### config.mk
export PLATFORM = sky130hd
export DESIGN_NAME = stack_instr_sequencer
export DESIGN_NICKNAME = d
export VERILOG_FILES = /design/src/rtl/stack_instr_sequencer.sv
export SDC_FILE = /design/constraint.sdc
export NUM_CORES = 1
export LEC_CHECK = 0
export BUFFER_PORTS_ARGS = -buffer_cell sky130_fd_sc_hd__buf_2
export CORE_UTILIZATION = 40
export CTS_BUF_LIST = sky130_fd_sc_hd__clkbuf_4
export DETAILED_ROUTE_END_ITERATION = 8
export GPL_ROUTABILITY_DRIVEN = 0
export HOLD_SLACK_MARGIN = 0.05
export PLACE_DENSITY = 0.77
export SKIP_LAST_GASP = 1
export SLEW_MARGIN = 20
export SYNTH_ARGS = -nofsm -noshare
export SYNTH_HDL_FRONTEND = slang
export SYNTH_SLANG_ARGS = --single-unit
### constraint.sdc
create_clock -name CLK -period 2.29 [get_ports CLK]
set_clock_uncertainty 0.15 [all_clocks]
set_input_delay 0.5725 -clock CLK [delete_from_list [all_inputs] [get_ports CLK]]
set_output_delay 0.5725 -clock CLK [all_outputs]
set_load 0.01 [all_outputs]
### src/rtl/stack_instr_sequencer.sv
// Instruction-issue front end for the stack datapath: fetches 16-bit words, decodes them and
// drives one stack/ALU operation per EXEC cycle, resolving BEQ/BEZ from the datapath's ALU_out.
module stack_instr_sequencer #(
    parameter int PC_W        = 8,
    parameter int RESET_PC    = 0,
    parameter int HALT_ON_OVF = 1
) (
    input  logic            CLK,
    input  logic            reset_n,
    input  logic            start,
    output logic            imem_req,
    output logic [PC_W-1:0] imem_addr,
    input  logic            imem_valid,
    input  logic [15:0]     imem_data,
    output logic [2:0]      stackOP,
    output logic [3:0]      aluOP,
    output logic            mux_selector,
    output logic [15:0]     immediate,
    input  logic [15:0]     ALU_out,
    input  logic            Overflow,
    output logic            busy,
    output logic            halted,
    output logic            error,
    output logic [PC_W-1:0] pc
);

    localparam logic [3:0] OP_NOP  = 4'h0, OP_PUSHI = 4'h1, OP_ADD  = 4'h2, OP_SUB  = 4'h3;
    localparam logic [3:0] OP_OR   = 4'h4, OP_DUP   = 4'h5, OP_DROP = 4'h6, OP_OVER = 4'h7;
    localparam logic [3:0] OP_SLT  = 4'h8, OP_SWAP  = 4'h9, OP_BEQ  = 4'hA, OP_BEZ  = 4'hB;
    localparam logic [3:0] OP_JMP  = 4'hC, OP_ILL0  = 4'hD, OP_ILL1 = 4'hE, OP_HALT = 4'hF;

    typedef enum logic [2:0] {
        S_IDLE, S_FETCH, S_FETCH_IMM, S_EXEC, S_HALTED
    } state_t;

    state_t          state, state_nx;
    logic [15:0]     instr;
    logic [PC_W-1:0] br_addr;
    logic [PC_W-1:0] br_target;
    logic [PC_W-1:0] jmp_target;
    logic            gap;
    logic            accept;
    logic            ovf_halt;
    logic            taken;
    logic [3:0]      fetch_op;
    logic [3:0]      op;
    logic            unused_alu;

    // gap forces one idle request cycle after every accepted word
    assign imem_req   = (state == S_FETCH || state == S_FETCH_IMM) && !gap;
    assign imem_addr  = imem_req ? pc : '0;
    assign accept     = imem_req && imem_valid;
    assign fetch_op   = imem_data[15:12];
    assign op         = instr[15:12];
    assign busy       = (state == S_FETCH) || (state == S_FETCH_IMM) || (state == S_EXEC);
    assign halted     = (state == S_HALTED);
    assign ovf_halt   = (HALT_ON_OVF != 0) && Overflow;
    assign taken      = (op == OP_BEQ || op == OP_BEZ) && ALU_out[0];
    assign br_target  = br_addr + PC_W'({{20{instr[11]}}, instr[11:0]});
    assign jmp_target = PC_W'(imem_data[11:0]);
    assign unused_alu = ^ALU_out[15:1];

    always_comb begin
        state_nx = state;
        case (state)
            S_IDLE, S_HALTED: if (start) state_nx = S_FETCH;
            S_FETCH: begin
                if (accept) begin
                    case (fetch_op)
                        OP_NOP, OP_JMP:            state_nx = S_FETCH;
                        OP_PUSHI:                  state_nx = S_FETCH_IMM;
                        OP_HALT, OP_ILL0, OP_ILL1: state_nx = S_HALTED;
                        default:                   state_nx = S_EXEC;
                    endcase
                end
            end
            S_FETCH_IMM: if (accept) state_nx = S_EXEC;
            S_EXEC:      state_nx = ovf_halt ? S_HALTED : S_FETCH;
            default:     state_nx = S_IDLE;
        endcase
    end

    always_comb begin
        stackOP      = 3'd0;
        aluOP        = 4'd0;
        mux_selector = 1'b0;
        if (state == S_EXEC) begin
            case (op)
                OP_PUSHI: begin stackOP = 3'd1; mux_selector = 1'b1; end
                OP_ADD:   begin stackOP = 3'd2; aluOP = 4'd0; end
                OP_SUB:   begin stackOP = 3'd2; aluOP = 4'd1; end
                OP_OR:    begin stackOP = 3'd2; aluOP = 4'd3; end
                OP_DUP:   begin stackOP = 3'd1; aluOP = 4'd5; end
                OP_DROP:  stackOP = 3'd3;
                OP_OVER:  begin stackOP = 3'd1; aluOP = 4'd6; end
                OP_SLT:   begin stackOP = 3'd2; aluOP = 4'd9; end
                OP_SWAP:  stackOP = 3'd5;
                OP_BEQ:   begin stackOP = 3'd4; aluOP = 4'd7; end
                OP_BEZ:   begin stackOP = 3'd4; aluOP = 4'd8; end
                default: ;
            endcase
        end
    end

    always_ff @(posedge CLK or negedge reset_n) begin
        if (!reset_n) begin
            state     <= S_IDLE;
            pc        <= PC_W'(RESET_PC);
            instr     <= 16'h0;
            br_addr   <= '0;
            immediate <= 16'h0;
            error     <= 1'b0;
            gap       <= 1'b0;
        end else begin
            state <= state_nx;
            gap   <= accept;
            case (state)
                S_IDLE, S_HALTED: begin
                    if (start) begin
                        pc    <= PC_W'(RESET_PC);
                        error <= 1'b0;
                    end
                end
                S_FETCH: begin
                    if (accept) begin
                        instr   <= imem_data;
                        br_addr <= pc;
                        pc      <= (fetch_op == OP_JMP) ? jmp_target : pc + 1'b1;
                        if (fetch_op == OP_ILL0 || fetch_op == OP_ILL1) error <= 1'b1;
                    end
                end
                S_FETCH_IMM: begin
                    if (accept) begin
                        immediate <= imem_data;
                        pc        <= pc + 1'b1;
                    end
                end
                S_EXEC: begin
                    // branch redirect and overflow halt are independent: the op completes either way
                    if (taken)    pc    <= br_target;
                    if (ovf_halt) error <= 1'b1;
                end
                default: ;
            endcase
        end
    end

endmodule
==> summary.txt <==
Outcome - finished, violations left
Failing checks - negative setup slack
Post-route cell area - 3850 um^2
Core region area - 6940 um^2
EDFF count, synth - 0
Synth Flop Type - dfrtp_1
Final worst slack - -127 ps
Arrival time worst endpoint - 1690 ps
Register area share after synthesis - 41.7%
Hold Vio Cnt, Final - 0
Synth Instances - 286
Clk root buf - clkbuf_4
CP Class - register to primary output
P_leak - 1.82 nW
Die area - 7700 um^2
Routed WL per cell - 15.8 um
Final setup viols - 14
P&R area growth vs syn - 30.8%
VDD IR max - 0.000509 V
Cell variety after synth - 55
Min-Delay Path Class - input port to register
Vias per std cell - 5.53
Fin. max-slew vios - 0
Tmin final - 2420 ps
Total GRT Usage - 18.8%
Fin util - 55.4%
Worst setup EP type - primary output
H-tree depth - 2
Slew at the pin closest to its max-slew limit - 560 ps
IO Pins - 81
Setup TNS - -1190 ps
DR iter-0 viols - 215
# rows - 30
Die Span Y - 87.8 um
Global Route met2 Usage - 30.4%
Most crowded layer after global routing - met2
CP Max Fanout - 5
Drt first pass iters - 4
Reg clk slew, reported paths - 150 ps
Power Total - 5.21 mW
Max cap viols - 0
Final WL - 7540 um
Dpl cell area - 3450 um^2
Fin crit share - 106%
Die Wd - 87.8 um
Syn nets - 332
GRT overflow - 0
Vias in the first global route - 2341
Slew margin rel. - 62.7%
Initial core utilization - 42.4%
Antenna Nets Post-Route - 0
Synth Cell Area - 2940 um^2
DP Cell Count - 450
Register bit total from synthesis - 49
WP data required - 1570 ps
Max Fclk - 414 MHz
CTS tree - done
Avg Inst Size Synth - 10.3 um^2
First-pass GRT wire length - 11300 um
Ys async rst share - 100%
Global-route met1 utilization - 26.3%
Port Buffers - 65
# diodes - 0
Met3 Use GR - 2.83%
DP Wirelength - 5170 um
Largest net degree at the start of global routing - 29
CTS Buffer Depth - 2
Share of layout cells above drive strength 1 - 38.4%
Post-route DRC - 0
PD cells - 1350 nW/um^2
Initial antenna violation count - 0
Critical Path Source Type - register
Routed vias - 2633
TritonCTS Buffers - 5
Total of warnings raised by yosys - 0
Clock Latency Late Sink - 360 ps
RSZ-0062 raised after global routing - true
Clock Sinks - 49
Final Non-Filler Cells - 476
Layout Nets - 425
-- through the flow --
stage | setup slack, ps | hold slack [ps]
2_1_floorplan | 47.4 | 127
3_5_place_dp | 47.3 | 319
3_3_place_gp | 75.1 | 313
6_report | -127 | 271
5_1_grt | -205 | 251
4_1_cts | -150 | 249
-- flip-flops by register name, indices dropped and copies added (netlist names) --
name / flops
br_addr: 8
pc: 8
gap: 1
error: 1
state: 3
immediate: 16
instr: 12
-- power by group --
part / switching, mW / leakage [nW] / internal [mW] / total [mW]
clock: 0.294 / 0.0316 / 0.122 / 0.416
sequential: 0.351 / 0.613 / 1.26 / 1.61
combinational: 1.68 / 1.17 / 1.50 / 3.19
-- cell usage after synthesis, drive strengths merged (2+ instances only) --
master | n | area share (%)
a211oi | 4 | 1.2
a21o | 2 | 0.51
a21oi | 16 | 2.8
a221oi | 3 | 0.89
a22oi | 2 | 0.51
a31oi | 5 | 1.1
and2 | 9 | 1.9
buf | 12 | 3.1
dfrtp | 49 | 42
ha | 8 | 3.4
inv | 9 | 1.1
mux2 | 35 | 13
mux2i | 3 | 1.0
nand2 | 23 | 2.9
nand2b | 2 | 0.43
nand3 | 7 | 1.4
nor2 | 24 | 4.1
nor2b | 7 | 1.5
nor3 | 5 | 1.0
nor3b | 2 | 0.85
nor4 | 2 | 0.43
o211ai | 5 | 1.3
o21ai | 17 | 2.9
o32a | 3 | 1.0
or3 | 4 | 0.85
or3b | 2 | 0.60
xnor2 | 3 | 0.89
xor2 | 5 | 1.5
-- path summary, 6_finish.rpt --
kind / startpoint / endpoint / slack, ps / cells after the start
setup / recovery: state[2] / imem_addr[0] / -130 / 4
hold / removal: imem_data[10] / immediate[10] / 270 / 2
setup reg to reg: state[2] / pc[7] / 60 / 7
hold reg to reg: immediate[12] / immediate[12] / 350 / 1
max in group asynchronous: reset_n / immediate[8] / 870 / 3
min in group asynchronous: reset_n / pc[6] / 560 / 2
-- cell families after synthesis --
family                     count (synthesis)  synth area share (%)
adders and majority gates                  9                  4.08
DFF                                       49                  41.7
muxes                                     38                  14.4
and+or+nand+nor                           92                  17.5
buffers and inverters                     22                  4.34
AOI/OAI and AO/OA                         68                  15.6
xor gates and xnor gates                   8                  2.38
-- cell type report --
type	count	area (um^2)
multi-input combinational	216	1770
inverter	9	33.8
tap	96	120
fill	586	3100
clock buffer	5	37.5
timing repair buffer	98	634
sequential	49	1230
clock inverter	3	21.3
-- placed cells by master (no fill, tap or decap), types with 3 or more instances in the layout --
cell type and count:
a211oi_1 3, a21oi_1 14, a221oi_1 3, a31oi_1 3
and2_1 9, buf_12 3, buf_2 64, buf_4 25
buf_6 5, clkbuf_4 5, dfrtp_1 45, dfrtp_2 4
ha_1 6, inv_1 9, mux2_1 35, mux2i_1 3
nand2_1 23, nand3_1 6, nor2_1 16, nor2_2 3
nor2_4 4, nor2b_1 4, nor2b_4 3, o211ai_1 5
o21ai_0 9, o21ai_1 7, o32a_1 3, or3_1 4
xnor2_1 3, xor2_1 5
-- worst max-delay path: stages, from the launching register on --
cell	delay, ps
dfrtp_1	450
or3b_4	430
a21oi_2	200
and2_1	140
buf_2	120
-- per-layer routing --
| layer | share of wire (%) | up-vias |
|---|---|---|
| met5 | 0 | - |
| met4 | 2.3 | 0 |
| met3 | 5.6 | 17 |
| met2 | 48 | 109 |
| met1 | 44 | 1283 |
| li1 | - | 1224 |
-- what timing repair did --
item,CTS,global route
resized for setup,18,28
endpoints found under the setup margin,17,23
buffers inserted,4,12
hold endpoints to repair,21,0
cloned,1,0
pin swaps,5,16
hold buffers,1,0
Power figures use the tool's default switching activity.
